<file path="src/rtl/uart_rx_if.sv">
// Serial receive bus for uart_rx: the line input plus the parallel word and status strobes.
// The rx_parity_err signal exists only when UART_RX_PARITY_EN is defined.
interface uart_rx_if #(
    parameter int WIDTH = 8
);
    logic             rx_data_in;
    logic [WIDTH-1:0] rx_data;
    logic             rx_done;
    logic             rx_frame_err;
    logic             rx_busy;
`ifdef UART_RX_PARITY_EN
    logic             rx_parity_err;

    modport master (output rx_data_in,
                    input  rx_data, rx_done, rx_frame_err, rx_busy, rx_parity_err);
    modport slave  (input  rx_data_in,
                    output rx_data, rx_done, rx_frame_err, rx_busy, rx_parity_err);
`else
    modport master (output rx_data_in,
                    input  rx_data, rx_done, rx_frame_err, rx_busy);
    modport slave  (input  rx_data_in,
                    output rx_data, rx_done, rx_frame_err, rx_busy);
`endif
endinterface

</file>
<file path="src/rtl/uart_rx.sv">
// UART receiver: start bit, WIDTH data bits LSB first, stop_bit stop bits, mid-bit sampling.
// Optional even-parity checking is enabled by defining UART_RX_PARITY_EN.
module uart_rx #(
    parameter int WIDTH    = 8,
    parameter int stop_bit = 2,
    parameter int test     = 0,
    parameter int BAUD_DIV = 5208
) (
    input  logic     rx_clk,
    input  logic     rx_rst,
    uart_rx_if.slave bus
);
    localparam int DIV = (test != 0) ? 8 : BAUD_DIV;
    localparam int CW  = $clog2(DIV);
    localparam int BW  = $clog2(WIDTH + 1);
    localparam logic [CW-1:0] CNT_MAX = CW'(DIV - 1);
    localparam logic [CW-1:0] CNT_MID = CW'(DIV / 2 - 1);
    localparam logic [BW-1:0] LAST_DATA = BW'(WIDTH - 1);
    localparam logic [BW-1:0] LAST_STOP = BW'(stop_bit - 1);

`ifdef UART_RX_PARITY_EN
    typedef enum logic [2:0] {IDLE, START, DATA, PARITY, STOP, WAIT_IDLE} state_t;
`else
    typedef enum logic [2:0] {IDLE, START, DATA, STOP, WAIT_IDLE} state_t;
`endif

    state_t           state, state_n;
    logic             s1, s2, s3;
    logic [CW-1:0]    clk_cnt;
    logic [BW-1:0]    bit_cnt;
    logic [WIDTH-1:0] sh;
    logic [WIDTH-1:0] data_q;
    logic             done_q, ferr_q, busy_q;
    logic             fall;
    logic             cnt_clr, bit_clr, bit_inc, shift_en, done_set, ferr_set;
`ifdef UART_RX_PARITY_EN
    logic             par_en, par_bit, perr_q;
`endif

    assign fall = s3 & ~s2;

    // Synchronizer flops idle at 1 so reset never fakes a falling edge.
    always_ff @(posedge rx_clk or posedge rx_rst) begin
        if (rx_rst) begin
            s1 <= 1'b1;
            s2 <= 1'b1;
            s3 <= 1'b1;
        end else begin
            s1 <= bus.rx_data_in;
            s2 <= s1;
            s3 <= s2;
        end
    end

    always_ff @(posedge rx_clk or posedge rx_rst) begin
        if (rx_rst) state <= IDLE;
        else        state <= state_n;
    end

    always_comb begin
        state_n  = state;
        cnt_clr  = 1'b0;
        bit_clr  = 1'b0;
        bit_inc  = 1'b0;
        shift_en = 1'b0;
        done_set = 1'b0;
        ferr_set = 1'b0;
`ifdef UART_RX_PARITY_EN
        par_en   = 1'b0;
`endif
        case (state)
            IDLE: if (fall) begin
                cnt_clr = 1'b1;
                state_n = START;
            end
            START: if (clk_cnt == CNT_MID) begin
                if (s2) state_n = IDLE;
                else begin
                    cnt_clr = 1'b1;
                    bit_clr = 1'b1;
                    state_n = DATA;
                end
            end
            DATA: if (clk_cnt == CNT_MAX) begin
                shift_en = 1'b1;
                if (bit_cnt == LAST_DATA) begin
                    bit_clr = 1'b1;
`ifdef UART_RX_PARITY_EN
                    state_n = PARITY;
`else
                    state_n = STOP;
`endif
                end else bit_inc = 1'b1;
            end
`ifdef UART_RX_PARITY_EN
            PARITY: if (clk_cnt == CNT_MAX) begin
                par_en  = 1'b1;
                state_n = STOP;
            end
`endif
            STOP: if (clk_cnt == CNT_MAX) begin
                if (!s2) begin
                    ferr_set = 1'b1;
                    state_n  = WAIT_IDLE;
                end else if (bit_cnt == LAST_STOP) begin
                    done_set = 1'b1;
                    state_n  = IDLE;
                end else bit_inc = 1'b1;
            end
            WAIT_IDLE: if (s2) state_n = IDLE;
            default: state_n = IDLE;
        endcase
    end

    // Free-running bit timer inside a frame; wraps so DATA/STOP sample every DIV clocks.
    always_ff @(posedge rx_clk or posedge rx_rst) begin
        if (rx_rst) begin
            clk_cnt <= '0;
            bit_cnt <= '0;
            sh      <= '0;
        end else begin
            if (cnt_clr)               clk_cnt <= '0;
            else if (state != IDLE)    clk_cnt <= (clk_cnt == CNT_MAX) ? '0 : clk_cnt + 1'b1;
            if (bit_clr)               bit_cnt <= '0;
            else if (bit_inc)          bit_cnt <= bit_cnt + 1'b1;
            if (shift_en)              sh <= {s2, sh[WIDTH-1:1]};
        end
    end

    always_ff @(posedge rx_clk or posedge rx_rst) begin
        if (rx_rst) begin
            data_q <= '0;
            done_q <= 1'b0;
            ferr_q <= 1'b0;
            busy_q <= 1'b0;
        end else begin
            done_q <= done_set;
            ferr_q <= ferr_set;
            busy_q <= (state_n != IDLE);
            if (done_set) data_q <= sh;
        end
    end

`ifdef UART_RX_PARITY_EN
    always_ff @(posedge rx_clk or posedge rx_rst) begin
        if (rx_rst) begin
            par_bit <= 1'b0;
            perr_q  <= 1'b0;
        end else begin
            if (par_en) par_bit <= s2;
            perr_q <= done_set & (par_bit != ^sh);
        end
    end
    assign bus.rx_parity_err = perr_q;
`endif

    assign bus.rx_data      = data_q;
    assign bus.rx_done      = done_q;
    assign bus.rx_frame_err = ferr_q;
    assign bus.rx_busy      = busy_q;
endmodule

</file>
<file path="src/flat_wrapper.sv">
// flat-port wrapper written by rule: the top's interface ports become plain ports
module uart_rx_flat 
#(
    parameter int WIDTH    = 8,
    parameter int stop_bit = 2,
    parameter int test     = 0,
    parameter int BAUD_DIV = 5208
)
  (rx_clk, rx_rst, bus_rx_data_in, bus_rx_data, bus_rx_done, bus_rx_frame_err, bus_rx_busy);
  uart_rx_if #(.WIDTH(WIDTH)) bus_i ();
  input  logic rx_clk;
  input  logic rx_rst;
  input wire logic [$bits(bus_i.rx_data_in)-1:0] bus_rx_data_in;
  output wire logic [$bits(bus_i.rx_data)-1:0] bus_rx_data;
  output wire logic [$bits(bus_i.rx_done)-1:0] bus_rx_done;
  output wire logic [$bits(bus_i.rx_frame_err)-1:0] bus_rx_frame_err;
  output wire logic [$bits(bus_i.rx_busy)-1:0] bus_rx_busy;
  assign bus_i.rx_data_in = bus_rx_data_in;
  assign bus_rx_data = bus_i.rx_data;
  assign bus_rx_done = bus_i.rx_done;
  assign bus_rx_frame_err = bus_i.rx_frame_err;
  assign bus_rx_busy = bus_i.rx_busy;
  uart_rx #(.WIDTH(WIDTH), .stop_bit(stop_bit), .test(test), .BAUD_DIV(BAUD_DIV)) u_core (.rx_clk(rx_clk), .rx_rst(rx_rst), .bus(bus_i));
endmodule
</file>
<file path="config.mk">
export PLATFORM = sky130hd
export DESIGN_NAME = uart_rx_flat
export DESIGN_NICKNAME = d
export VERILOG_FILES = /design/src/rtl/uart_rx_if.sv /design/src/rtl/uart_rx.sv /design/src/flat_wrapper.sv
export SDC_FILE = /design/constraint.sdc
export NUM_CORES = 1
export LEC_CHECK = 0
export CORE_ASPECT_RATIO = 0.5
export CORE_MARGIN = 1
export CORE_UTILIZATION = 30
export DETAILED_ROUTE_END_ITERATION = 10
export PLACE_DENSITY = 0.48
export SLEW_MARGIN = 25
export SYNTH_ARGS = -nofsm -noshare
export SYNTH_HDL_FRONTEND = slang
export SYNTH_SLANG_ARGS = --single-unit
</file>
<file path="constraint.sdc">
create_clock -name rx_clk -period 2.5 [get_ports rx_clk]
set_input_delay 0.25 -clock rx_clk [delete_from_list [all_inputs] [get_ports rx_clk]]
set_output_delay 0.25 -clock rx_clk [all_outputs]
set_load 0.05 [all_outputs]
</file>
======== Yosys cells after proc, flatten, opt, wreduce, memory -nomap -nowiden ========
Index checks and enable logic that the tools add are counted.
operators by class
  add/subtract/negate cells ............... 2
  bitwise operators ....................... 2
  reduce and logical (&&, ||, !) cells .... 5
  muxes and demuxes ....................... 36
  equality and inequality tests ........... 8
operators by type and width
  cell                                                               number
  13-bit two-way mux                                                 3
  3-bit two-way mux                                                  8
  1-bit two-way mux                                                  18
  3-bit one-hot mux with 5 select lines                              1
  13-bit by 1-bit adder with 13-bit output, second input constant    1
  13-bit by 12-bit == test with 1-bit output, second input constant  1
  13-bit == test, second input constant                              1
  4-bit two-way mux                                                  2
  3-bit by 2-bit == test with 1-bit output, second input constant    2
  1-bit one-hot mux with 2 select lines                              3
  3-bit nonzero test                                                 2
  4-bit by 1-bit adder with 4-bit output, second input constant      1
  4-bit by 1-bit == test with 1-bit output, second input constant    1
  4-bit by 3-bit == test with 1-bit output, second input constant    1
  2-bit nonzero test                                                 2
  3-bit by 1-bit == test with 1-bit output, second input constant    1
  3-bit == test, second input constant                               1
  3-bit zero test                                                    1
  2-bit two-way mux                                                  1
  1-bit AND                                                          1
  1-bit inverter                                                     1
storage, ports and cells
  input bits .............................. 3
  register bits after elaboration ......... 42
  logic and storage cells ................. 64
  output and inout bits ................... 11

======== Longest topological paths before layout ========
  word-level depth ........................ 7
  gate-level depth with buffers ........... 6
  depth with buffers taken out ............ 6

======== Least setup slack after synthesis ========
No wires, ideal clock.
  path type ............................... register to register
  start point ............................. register u_core.clk_cnt[0]
  end point ............................... register u_core.data_q[0] (netlist: u_core.bus.rx_data[0])
  stages on the path, launching flop included .. 6
  data arrival time ....................... 1602 ps
  clock period less this slack ............ 1727 ps
  slack ................................... 773 ps
  library setup time ...................... 125 ps
  cell sequence ........................... dfrtp_1 -> ha_1 -> and4bb_4 -> nand3_1 -> nor2_2 -> mux2_2
on the way
  longest elaborated chain between the ends .. 3
RTL lines
  element                 RTL line        text
  from (decl)             uart_rx.sv:29   logic [CW-1:0] clk_cnt;
  from (signal assigned)  uart_rx.sv:123  else if (state != IDLE) clk_cnt <= (clk_cnt == CNT_MAX) ? '0 : clk_cnt + 1'b1;
  13-bit == test          uart_rx.sv:101  STOP: if (clk_cnt == CNT_MAX) begin
  1-bit two-way mux       uart_rx.sv:101
  1-bit two-way mux       uart_rx.sv:71   case (state)
  to (signal assigned)    uart_rx.sv:140  if (done_set) data_q <= sh;
  to (decl)               uart_rx.sv:32   logic [WIDTH-1:0] data_q;
No other way between the ends.
A chain may end at the register's enable or synchronous reset.

======== Worst setup path after layout ========
  start point ............................. register u_core.clk_cnt[0]
  end point ............................... register u_core.bit_cnt[0]
on the way
  longest elaborated chain between the ends .. 4
  elaborated cells on any way between the ends .. 10
RTL lines
  element                                                                       RTL line                                      text
  13-bit == test or 13-bit by 12-bit == test with 1-bit output (tied branches)  uart_rx.sv:84, uart_rx.sv:101, uart_rx.sv:76
  1-bit two-way mux, on equally long branches                                   uart_rx.sv:84, uart_rx.sv:76, uart_rx.sv:101
  1-bit one-hot mux with 2 select lines                                         uart_rx.sv:71
  4-bit two-way mux or 2-bit nonzero test (tied branches)                       -
  to (signal assigned)                                                          uart_rx.sv:125                                else if (bit_inc) bit_cnt <= bit_cnt + 1'b1;
  to (decl)                                                                     uart_rx.sv:30                                 logic [BW-1:0] bit_cnt;
Several ways; a longest one is shown, not always the timed one.

==> impl_summary.txt <==
----------------------------------------------------
[Cells and area]
  Fillers ... ~600
  Share of layout cells above drive strength 1 ... 0.201
  Diodes inserted ... 0
  Area delta synth->final ... 21.4%
  Most used cells in the layout excluding fill and tap cells ... 39 x sky130_fd_sc_hd__dfrtp_1, 16 x sky130_fd_sc_hd__mux2_2, 13 x sky130_fd_sc_hd__clkdlybuf4s50_1
  Count of nets after finishing ... 199
  Most common cell after layout, fill and taps aside ... sky130_fd_sc_hd__dfrtp_1
  Utilization of the core after routing ... 0.390

[STA]
  Number of hold-slack violations in the final timing report ... 0
  Setup-failing EPs final ... 0
  Final min period ... between 1500 and 2000 ps
  Worst slew margin relative to its limit ... 0.645
  Total negative slack ... 0 ps
  Count of pins over their slew limit ... 0
  Setup repair after global routing missed its margin ... no
  Portion of the clock cycle consumed by the worst path in the final layout ... 0.793
  Hold slack final ... 358 ps
  Maximum achievable frequency ... 504 MHz
  Slew of the pin with the lowest slew margin ... 533 ps
  Worst clock skew ... 4.11 ps

[Clock network]
  Number of levels in the clock H-tree ... 2
  Buffer depth of the longest clock path ... 2
  Clock tree from TritonCTS ... yes
  Number of gates given a new drive strength after cts ... 0
  Count of clock tree sinks ... 42
  Number of buffers added by the clock tree synthesis step ... 5
  Clk Latency, worst-skew pair ... ~280 ps
  Worst-path clk slew ... 60 ps
  Number of buffers inserted by hold repair at cts ... 0
  Setup Buffers After CTS ... 0
  Cell chosen for the clock root ... sky130_fd_sc_hd__clkbuf_16

[GRT]
  Global-route wire length before repair ... 6760 µm
  Initial antenna violation count ... 0
  Pin count of the biggest net entering global routing ... 43
  Vias in the first global route ... between 1,000 and 1,500
  Total global routing overflow ... 0
  Overall Global Routing Usage ... 0.123

[Critical path]
  CP Max Fanout ... 10
  Origin of the critical flop-to-flop path ... u_core.clk_cnt[0]$_DFFE_PP0P_
  Number of cell instances on the worst register-to-register path ... 5
  Reg-to-reg setup timing slack ... 520 ps
  Critical-path cell list ... ha_1 > and4bb_4 > nand4_2 > o21ai_1 > a21oi_1
  Slowest CP cell ... sky130_fd_sc_hd__o21ai_1
  Kind of critical path ... register to register
  Kind of end point of the critical path ... register
  CP max stage delay ... 450 ps
  Sort of element at the start of the critical path ... register
  Worst setup path startpoint ... u_core.clk_cnt[0]$_DFFE_PP0P_
  CP required ... about 2600 ps
  Worst endpoint data arrival time ... around 2100 ps
  Reg2reg end ... u_core.bit_cnt[0]$_DFFE_PP0P_
  Worst Setup EP ... u_core.bit_cnt[0]$_DFFE_PP0P_

[Status]
  Outcome ... complete, no violations

[Logic synthesis]
  Total nets after synthesis ... 180
  Warning count from the yosys run ... 0
  Post-synthesis cell count ... 174
  Post-Synthesis Mean Instance Area ... 11.6 µm²
  Netlist Area Pre-Place ... approximately 2000 µm²
  Number of synthesized flops with an enable pin ... 0
  Number of storage elements in the synthesis netlist ... 42
  Sequential-to-total area share from yosys stat ... 0.522
  Synth Flop Type ... sky130_fd_sc_hd__dfrtp_1
  Count of distinct cell types in the synthesized netlist ... 49
  Post-synth ARST share ... 1.00

[Min path]
  Hold crit path type ... register to register

[Die]
  Number of placed I/O pins ... 14
  Die height ... 60.0 µm
  Count of standard-cell rows ... 20
  Initial standard-cell utilization of the core ... 0.322
  Horizontal die dimension ... 118 µm
  Core region area ... roughly 6300 µm²
  Die Outline Area ... 7080 µm²

[Drt]
  Number of iterations in the first detailed-routing pass ... 4
  Final wirelength ... 3900 µm
  Iteration-0 DRC Markers ... 60
  Post-DR vias/cell ... 4.99
  Overall via count from detail_route ... 1,407
  Average wire length per cell after detail routing ... 13.8 µm
  Post-route ant nets ... 0
  DRC violations left ... 0

[Pwr]
  Total Power Consumption ... 1.87 mW
  Leakage power total ... 1.03 nW
  Power density cells ... 762 nW/µm²
  Max VDD drop ... 0.355 mV

[Placed design]
  Routability congestion estimate from global placement ... 0.732
  HPWL reported at the end of detailed placement ... 2730 µm
  Quantity of I/O buffers inserted on ports ... 13

[Job]
  Number of max-capacitance violations reported ... 0

----------------------------------------------------
==> critical path, delay by kind of cell (launching register included) <==
family	cells	cell delay [ps]
and+or+nand+nor	2	630
adders and majority gates	1	300
DFF	1	390
AOI/OAI and AO/OA	2	530
==> routing by layer <==
layer	up-vias	part of all wire	track usage
met5	-	0	0
met4	0	0.0077	0.0440
met1	704	0.54	0.167
li1	690	-	-
met2	11	0.44	0.195
met3	2	0.012	0.0258
==> flip-flops by register name (all words and copies together), names as in the netlist, 3 cells and up <==
signal	flops
u_core.clk_cnt	13
u_core.bus.rx_data	8
u_core.sh	8
u_core.bit_cnt	4
u_core.state	3
==> synth_stat cells, types with 3 or more instances <==
cell type	n	area share
sky130_fd_sc_hd__o31ai_1	3	0.011
sky130_fd_sc_hd__dfstp_2	3	0.039
sky130_fd_sc_hd__o21ai_0	6	0.015
sky130_fd_sc_hd__nand2_1	7	0.013
sky130_fd_sc_hd__dfrtp_1	39	0.48
sky130_fd_sc_hd__inv_1	7	0.013
sky130_fd_sc_hd__or3_1	4	0.012
sky130_fd_sc_hd__mux2_2	16	0.089
sky130_fd_sc_hd__xnor2_1	5	0.022
sky130_fd_sc_hd__nand3_1	8	0.020
sky130_fd_sc_hd__ha_1	3	0.019
sky130_fd_sc_hd__a21oi_1	9	0.022
sky130_fd_sc_hd__or4_1	3	0.011
sky130_fd_sc_hd__nand4_1	5	0.015
sky130_fd_sc_hd__nor2_1	11	0.020
==> power breakdown <==
group | leakage (nW) | switching, mW | internal (mW)
Combinational | 0.381 | 0.125 | 0.102
Sequential | 0.559 | 0.0709 | 0.734
Clock | 0.0940 | 0.262 | 0.574
Total | 1.03 | 0.458 | 1.41
==> layout make-up <==
cell class	instances	area, µm²	area share
clock buffer	5	125	0.0510
clock inverter	3	68.8	0.0281
inverter	7	26.3	0.0107
multi-input combinational	122	921	0.376
sequential	42	1050	0.430
tap	88	110	0.0449
timing repair buffer	15	145	0.0592
==> how the worst min path moves through the flow <==
stage                                to  depth (start not counted)           startpoint  slack [ps]
floorplan           u_core.s1$_DFF_PP1_                          0       bus_rx_data_in         250
global placement    u_core.s2$_DFF_PP1_                          0  u_core.s1$_DFF_PP1_         350
detailed placement  u_core.s2$_DFF_PP1_                          0  u_core.s1$_DFF_PP1_         350
CTS                 u_core.s2$_DFF_PP1_                          0  u_core.s1$_DFF_PP1_         360
global route        u_core.s2$_DFF_PP1_                          0  u_core.s1$_DFF_PP1_         360
finish              u_core.s2$_DFF_PP1_                          0  u_core.s1$_DFF_PP1_         360
==> logic make-up (layout without fill, tap and decap cells) <==
logic type / after synthesis / count (layout) / share of synthesized area
and+or+nand+nor: 66 / 66 / 0.217
DFF: 42 / 42 / 0.522
AOI/OAI and AO/OA: 30 / 30 / 0.101
muxes: 16 / 16 / 0.0892
buffers and inverters: 10 / 30 / 0.0217
xor gates and xnor gates: 7 / 7 / 0.0304
adders and majority gates: 3 / 3 / 0.0186
==> per-stage QoR <==
step                      cells  worst slack (ps)  cell area (µm²)
after floorplan             174               773             2020
after global placement      274               533             2260
after detailed placement    274               519             2260
after CTS                   282               512             2450
after global routing        282               360             2450
final                       282               518             2450
(Power assumes the default switching activity.)
